==> src/rtl/crc_mem_reader.sv <==
// Read-side CRC-8 checker: streams a block of bytes out of a synchronous-read memory,
// folds them into a CRC-8 and compares the result with the stored CRC byte that follows the block.
module crc_mem_reader #(
    parameter int          DATA_W = 8,
    parameter int          ADDR_W = 4,
    parameter logic [7:0]  POLY   = 8'h07,
    parameter logic [7:0]  INIT   = 8'h00
) (
    input  logic              clk,
    input  logic              rst,
    input  logic              start,
    input  logic [ADDR_W-1:0] base_addr,
    input  logic [ADDR_W-1:0] length,
    output logic              mem_rd_en,
    output logic [ADDR_W-1:0] mem_addr,
    input  logic [DATA_W-1:0] mem_rd_data,
    output logic              busy,
    output logic              done,
    output logic              crc_ok,
    output logic [7:0]        crc_out
);

    typedef enum logic [1:0] {
        IDLE  = 2'd0,
        FETCH = 2'd1,
        DRAIN = 2'd2,
        DONE  = 2'd3
    } state_t;

    state_t            state, state_nxt;
    logic [ADDR_W-1:0] len_p0;
    logic [ADDR_W-1:0] idx_p0;
    logic              vld_p1;
    logic [7:0]        crc_p1;
    logic [7:0]        rd_byte;

    // MSB-first, non-reflected CRC-8 update of one whole byte (8 unrolled steps).
    function automatic logic [7:0] crc8_fold(input logic [7:0] crc_in, input logic [7:0] data);
        logic [7:0] c;
        c = crc_in;
        for (int k = 7; k >= 0; k--) begin
            if (c[7] ^ data[k]) begin
                c = {c[6:0], 1'b0} ^ POLY;
            end else begin
                c = {c[6:0], 1'b0};
            end
        end
        return c;
    endfunction

    // The CRC datapath is byte-wide; DATA_W is expected to be 8.
    assign rd_byte = mem_rd_data[7:0];

    always_comb begin
        state_nxt = state;
        mem_rd_en = 1'b0;
        busy      = 1'b0;
        done      = 1'b0;
        case (state)
            IDLE: begin
                if (start) begin
                    state_nxt = FETCH;
                end
            end
            FETCH: begin
                mem_rd_en = 1'b1;
                busy      = 1'b1;
                if (idx_p0 == len_p0) begin
                    state_nxt = DRAIN;
                end
            end
            DRAIN: begin
                busy      = 1'b1;
                state_nxt = DONE;
            end
            DONE: begin
                done      = 1'b1;
                state_nxt = IDLE;
            end
            default: state_nxt = IDLE;
        endcase
    end

    // Stage p0 issues addresses; stage p1 consumes the data returned one cycle later.
    always_ff @(posedge clk) begin
        if (rst) begin
            state    <= IDLE;
            mem_addr <= '0;
            len_p0   <= '0;
            idx_p0   <= '0;
            vld_p1   <= 1'b0;
            crc_p1   <= INIT;
            crc_out  <= 8'h00;
            crc_ok   <= 1'b0;
        end else begin
            state  <= state_nxt;
            vld_p1 <= mem_rd_en;
            case (state)
                IDLE: begin
                    if (start) begin
                        mem_addr <= base_addr;
                        len_p0   <= length;
                        idx_p0   <= '0;
                        crc_p1   <= INIT;
                        crc_ok   <= 1'b0;
                    end
                end
                FETCH: begin
                    idx_p0 <= idx_p0 + ADDR_W'(1);
                    // Address stays on the CRC byte after the final issue.
                    if (idx_p0 != len_p0) begin
                        mem_addr <= mem_addr + ADDR_W'(1);
                    end
                    // Every return landing while still fetching is a data byte.
                    if (vld_p1) begin
                        crc_p1 <= crc8_fold(crc_p1, rd_byte);
                    end
                end
                DRAIN: begin
                    crc_out <= crc_p1;
                    crc_ok  <= (rd_byte == crc_p1);
                end
                default: ;
            endcase
        end
    end

endmodule

==> config.mk <==
export PLATFORM = sky130hd
export DESIGN_NAME = crc_mem_reader
export DESIGN_NICKNAME = d
export VERILOG_FILES = /design/src/rtl/crc_mem_reader.sv
export SDC_FILE = /design/constraint.sdc
export NUM_CORES = 1
export LEC_CHECK = 0
export ABC_CLOCK_PERIOD_IN_PS = 1790
export CAP_MARGIN = 15
export CORE_MARGIN = 2
export CORE_UTILIZATION = 30
export DETAILED_ROUTE_END_ITERATION = 10
export GPL_ROUTABILITY_DRIVEN = 0
export PLACE_DENSITY = 0.51
export RECOVER_POWER = 25
export SLEW_MARGIN = 20
export SYNTH_ARGS = -nofsm -noshare
export SYNTH_HDL_FRONTEND = slang
export SYNTH_SLANG_ARGS = --single-unit
==> constraint.sdc <==
create_clock -name clk -period 1.79 [get_ports clk]
set_clock_uncertainty 0.2 [all_clocks]
set_input_delay 0.2685 -clock clk [delete_from_list [all_inputs] [get_ports clk]]
set_output_delay 0.2685 -clock clk [all_outputs]
set_load 0.005 [all_outputs]
* Word level (Yosys, flattened, before mapping)
Cells that the tools add are included.
** Word-level totals
- Input bits :: 19
- Register bits :: 32
- Output and inout port bits :: 16
** Operators by class
- Bitwise logic cells :: 16
- Add/sub/neg operators :: 2
- Reduce and logical (&&, ||, !) cells :: 10
- Muxes and demuxes :: 45
- Equality and inequality tests :: 10
** Operators by type and width (number)
- 8-bit two-way mux :: 23
- 3-bit two-way mux :: 8
- 3-bit inverter :: 8
- 4-bit one-hot mux with 2 select lines :: 2
- 8-bit one-hot mux with 2 select lines :: 1
- 4-bit two-way mux :: 3
- 4-bit by 1-bit adder with 4-bit output, second input constant :: 2
- 8-bit == test :: 1
- 2-bit inequality test, second input constant :: 4
- 2-bit one-hot mux with 4 select lines :: 1
- 2-bit AND reduction :: 4
- 1-bit XOR :: 8
- 3-bit AND reduction :: 2
- 2-bit == test, second input constant :: 2
- 4-bit == test :: 1
- 1-bit two-way mux :: 4
- 2-bit two-way mux :: 2
- 4-bit inequality test :: 1
- 2-bit nonzero test :: 2
- 2-bit by 1-bit == test with 1-bit output, second input constant :: 1
- 2-bit logical NOT :: 1
- 1-bit one-hot mux with 2 select lines :: 1
- 2-bit OR reduction :: 1

* Longest topological paths before layout
- Word-level depth :: 39
- Mapped depth :: 8

* Least setup slack after synthesis
Ideal clock, no wire load.
- Path type :: register -> register
- From :: reg state[0]
- To :: reg crc_p1[2]
- Path slack :: -0.143 ns
- Cell stages (with the launch flop) :: 8
- Data arrival time :: 1.619 ns
- Period minus slack after synthesis :: 1.933 ns
- Required time :: 1.476 ns
- Path through :: dfxtp_1 > inv_1 > ha_1 > clkbuf_1 > o21ai_0 > a21o_1 > o21ai_0 > a21o_1
** On the way
- Word-level cells in the longest chain between the ends :: 3
** RTL lines
- from (decl) :: line 30 : state_t state, state_nxt;
- from (signal assigned) :: line 96 : state <= state_nxt;
- 2-bit by 1-bit == test with 1-bit output / 2-bit logical NOT (equally long branches) :: line 98 : case (state)
- 2-bit inequality test (no source line) / 2-bit nonzero test (equally long branches)
- 3-bit AND reduction (no source line)
- to (signal assigned) :: line 116 : crc_p1 <= crc8_fold(crc_p1, rd_byte);
- to (decl) :: line 34 : logic [7:0] crc_p1;
Parallel ways exist; a longest one is shown, timed or not.
A chain may end at the register's enable or synchronous reset.

* Worst setup path in the final report
- From :: reg idx_p0[2]
- To :: reg mem_addr[3]
** On the way
- Word-level cells in the longest chain between the ends :: 3
** RTL lines
- from (decl) :: line 32 : logic [ADDR_W-1:0] idx_p0;
- from (signal assigned) :: line 109 : idx_p0 <= idx_p0 + ADDR_W'(1);
- 4-bit inequality test :: line 111 : if (idx_p0 != len_p0) begin
- 2-bit inequality test (no source line)
- 3-bit AND reduction (no source line)
- to (signal assigned) :: line 101 : mem_addr <= base_addr;
- to (signal assigned) :: line 112 : mem_addr <= mem_addr + ADDR_W'(1);
- to (decl) :: line 15 : output logic [ADDR_W-1:0] mem_addr,
No other way between the ends.

==> impl_metrics.env <==
export IMPL_outcome="finished, violations left"
export IMPL_failed_checks="setup timing"
export IMPL_min_path_cells=2
export IMPL_route_vias_total=1598
export IMPL_grt_pass1_wl_um=7180
export IMPL_hp_class="reg2reg"
export IMPL_muxShareOfSynthArea_pct=7.83
export IMPL_final_util_pct=48.5
export IMPL_syn_nets=224
export IMPL_synth_fa_ha_area_share_pct=5.80
export IMPL_grt_usage_pct=14.4
export IMPL_nNetsFinal=302
export IMPL_ys_ff_latch=32
export IMPL_via_per_inst=4.59
export IMPL_grt_pass1_vias=1577
export IMPL_syn_avg_cell_area_um2=8.76
export IMPL_setup_tns_ps=-553
export IMPL_worst_pin_slew_ps=292
export IMPL_portBuffers=34
export IMPL_clock_root_buffer="clkbuf_8"
export IMPL_die_area_um2=6370
export IMPL_worstPathCellList="xor2_1, or4_4, mux2_4, a221oi_2, nor2_1"
export IMPL_peakVddDrop_mv=0.523
export IMPL_worstSetupStartpointType="flip-flop"
export IMPL_drive_gt1_share_pct=26.1
export IMPL_path_class="reg2reg"
export IMPL_final_hold_viol_count=0
export IMPL_synth_cells=197
export IMPL_synth_top_family_by_area="simple AND/OR/NAND/NOR gates"
export IMPL_maxCapViolCount=0
export IMPL_synthXorXnorAreaFrac_pct=13.7
export IMPL_r2r_start="idx_p0[2]"
export IMPL_power_density_nw_per_um2=1270
export IMPL_cts_tree="built"
export IMPL_num_rows=27
export IMPL_synth_edf_count=0
export IMPL_antennaDiodeCount=0
export IMPL_crit_required_ps=1760
export IMPL_setup_worst_path_start="idx_p0[2]"
export IMPL_ff2ff_path_depth=5
export IMPL_cp_depth=5
export IMPL_coreArea_um2=5540
export IMPL_period_share_pct=110
export IMPL_yosysUniqueCellTypes=34
export IMPL_drc=0
export IMPL_clock_sinks=32
export IMPL_die_w_um=79.8
export IMPL_wl_um=4260
export IMPL_ios=35
export IMPL_slowest_delay_ps=570
export IMPL_seqCellArea_um2=644
export IMPL_worst_slack_ps=-174
export IMPL_p_total_uw=3410
export IMPL_max_freq_mhz=509
export IMPL_multi_input_area_um2=1120
export IMPL_overflow=0
export IMPL_drt_iter0_drc=74
export IMPL_start_util_pct=31.1
export IMPL_fill_cells=556
export IMPL_cts_clk_slew_worst_paths_ps=70
export IMPL_antenna_left=0
export IMPL_antenna_found_initial=0
export IMPL_rsz0062_at_grt="yes"
export IMPL_crit_buf_inv=0
export IMPL_p_leak_uw=0.00113
export IMPL_hp_start="len_p0[3]"
export IMPL_grt_max_degree=26
export IMPL_cp_max_fo=2
export IMPL_hold_slack_ps=275
export IMPL_finalCriticalPeriod_ps=1960
export IMPL_clockBufferDepth=2
export IMPL_die_h_um=79.8
export IMPL_areaGrowthSynthToFinish_pct=55.8
export IMPL_cts_buffers_inserted=5
export IMPL_wl_per_cell_um=12.3
export IMPL_cp_top_family="simple AND/OR/NAND/NOR gates"
export IMPL_slowest_stage="or4_4"
export IMPL_max_slew_margin_rel_pct=80.4
export IMPL_clkLatencyLatePin_ps=280
export IMPL_end_kind="flip-flop"
export IMPL_synthFlopType="dfxtp_1"
export IMPL_drv_slew=0
export IMPL_async_flop_share_pct=0
export IMPL_synth_compound_area_share_pct=15.0
export IMPL_dp_hpwl_um=3130
export IMPL_synth_seq_area_share_pct=37.1
export IMPL_syn_area_um2=1730
export IMPL_ys_warn_count=0
export IMPL_finalSetupViolCount=5
export IMPL_firstDrtPassIters=4
export IMPL_cp_arrival_ps=1940
export IMPL_htree_levels=2
export IMPL_synth_simple_area_share_pct=16.5
## tightest hold or removal path: stages, from the launching register on
cell and delay (ps):
dfxtp_1 320, nand2_1 50, a21oi_1 50
## kinds of logic (layout without fill, tap and decap cells)
group	Yosys count	in the layout
adder cells (fa/ha/maj)	8	8
AND/OR/NAND/NOR	60	60
buffers and inverters	17	96
AO/OA/AOI/OAI	40	40
multiplexers	13	13
flip-flops	32	32
XOR/XNOR	27	27
## routing by layer
metal	routed length (um)	track usage [%]	part of all wire, %
met4	40	4.58	0.94
met2	1890	22.6	44
met5	0	0	0
met3	174	3.96	4.1
met1	2160	19.2	51
## flip-flops by register name, summed over array words and instances (netlist names)
signal	count
vld_p1	1
crc_out	8
state	2
crc_ok	1
crc_p1	8
mem_addr	4
idx_p0	4
len_p0	4
## worst paths after layout
kind / endpoint / slack (ps)
max: mem_addr[3] / -170
min: len_p0[3] / 270
max reg2reg: mem_addr[3] / -170
min reg2reg: len_p0[3] / 270
## power by group
part,switching (uW),internal [uW]
clock,269,491
sequential,93.9,811
combinational,813,935
total,1180,2240
## cells in the mapped netlist, types with 2 or more instances
| cell | number | area share (%) |
|---|---|---|
| nor3b_1 | 5 | 2.2 |
| a21oi_1 | 12 | 3.5 |
| mux2i_1 | 12 | 7.0 |
| nand2_1 | 16 | 3.5 |
| a21o_1 | 6 | 2.6 |
| a221oi_1 | 2 | 1.0 |
| xor2_1 | 6 | 3.0 |
| o22ai_1 | 2 | 0.73 |
| ha_1 | 8 | 5.8 |
| a31oi_1 | 2 | 0.73 |
| o21ai_0 | 8 | 2.3 |
| nor2_1 | 19 | 4.1 |
| clkbuf_1 | 7 | 1.5 |
| inv_1 | 8 | 1.7 |
| xnor2_1 | 21 | 11 |
| nand3_1 | 10 | 2.9 |
| nand2b_1 | 3 | 1.1 |
| dfxtp_1 | 32 | 37 |
| nor3_1 | 3 | 0.87 |
## metrics by stage
step	std cells	setup WS [ps]	cell area, um2
after floorplan	197	-112	1730
after global placement	336	-314	2440
after detailed placement	336	-356	2440
after CTS	345	-171	2610
after global routing	348	-229	2690
final	348	-174	2690
## final cells by class
| class | count | share of cell area, % |
|---|---|---|
| timing repair buffer | 80 | 25.3 |
| inverter | 8 | 1.12 |
| clock inverter | 1 | 1.12 |
| clock buffer | 7 | 3.58 |
| multi-input combinational | 148 | 41.6 |
| tap | 72 | 3.35 |
| sequential | 32 | 24.0 |
## cell usage in the layout (no fill, tap or decap), drive strengths merged, types with 5 or more instances in the layout
| cell | count |
|---|---|
| a21o | 6 |
| a21oi | 12 |
| buf | 42 |
| clkbuf | 11 |
| clkdlybuf4s50 | 31 |
| dfxtp | 32 |
| ha | 8 |
| inv | 8 |
| mux2i | 12 |
| nand2 | 16 |
| nand3 | 10 |
| nor2 | 19 |
| nor3b | 5 |
| o21ai | 8 |
| xnor2 | 21 |
| xor2 | 6 |
## what timing repair did
item / in CTS / in global routing
hold buffers: 0 / 0
gates cloned: 0 / 0
gates resized for setup: 11 / 19
hold endpoints to repair: 0 / 0
setup endpoints to repair: 16 / 19
buffers inserted: 1 / 3
pin swaps: 3 / 6
(Power assumes the default switching activity.)
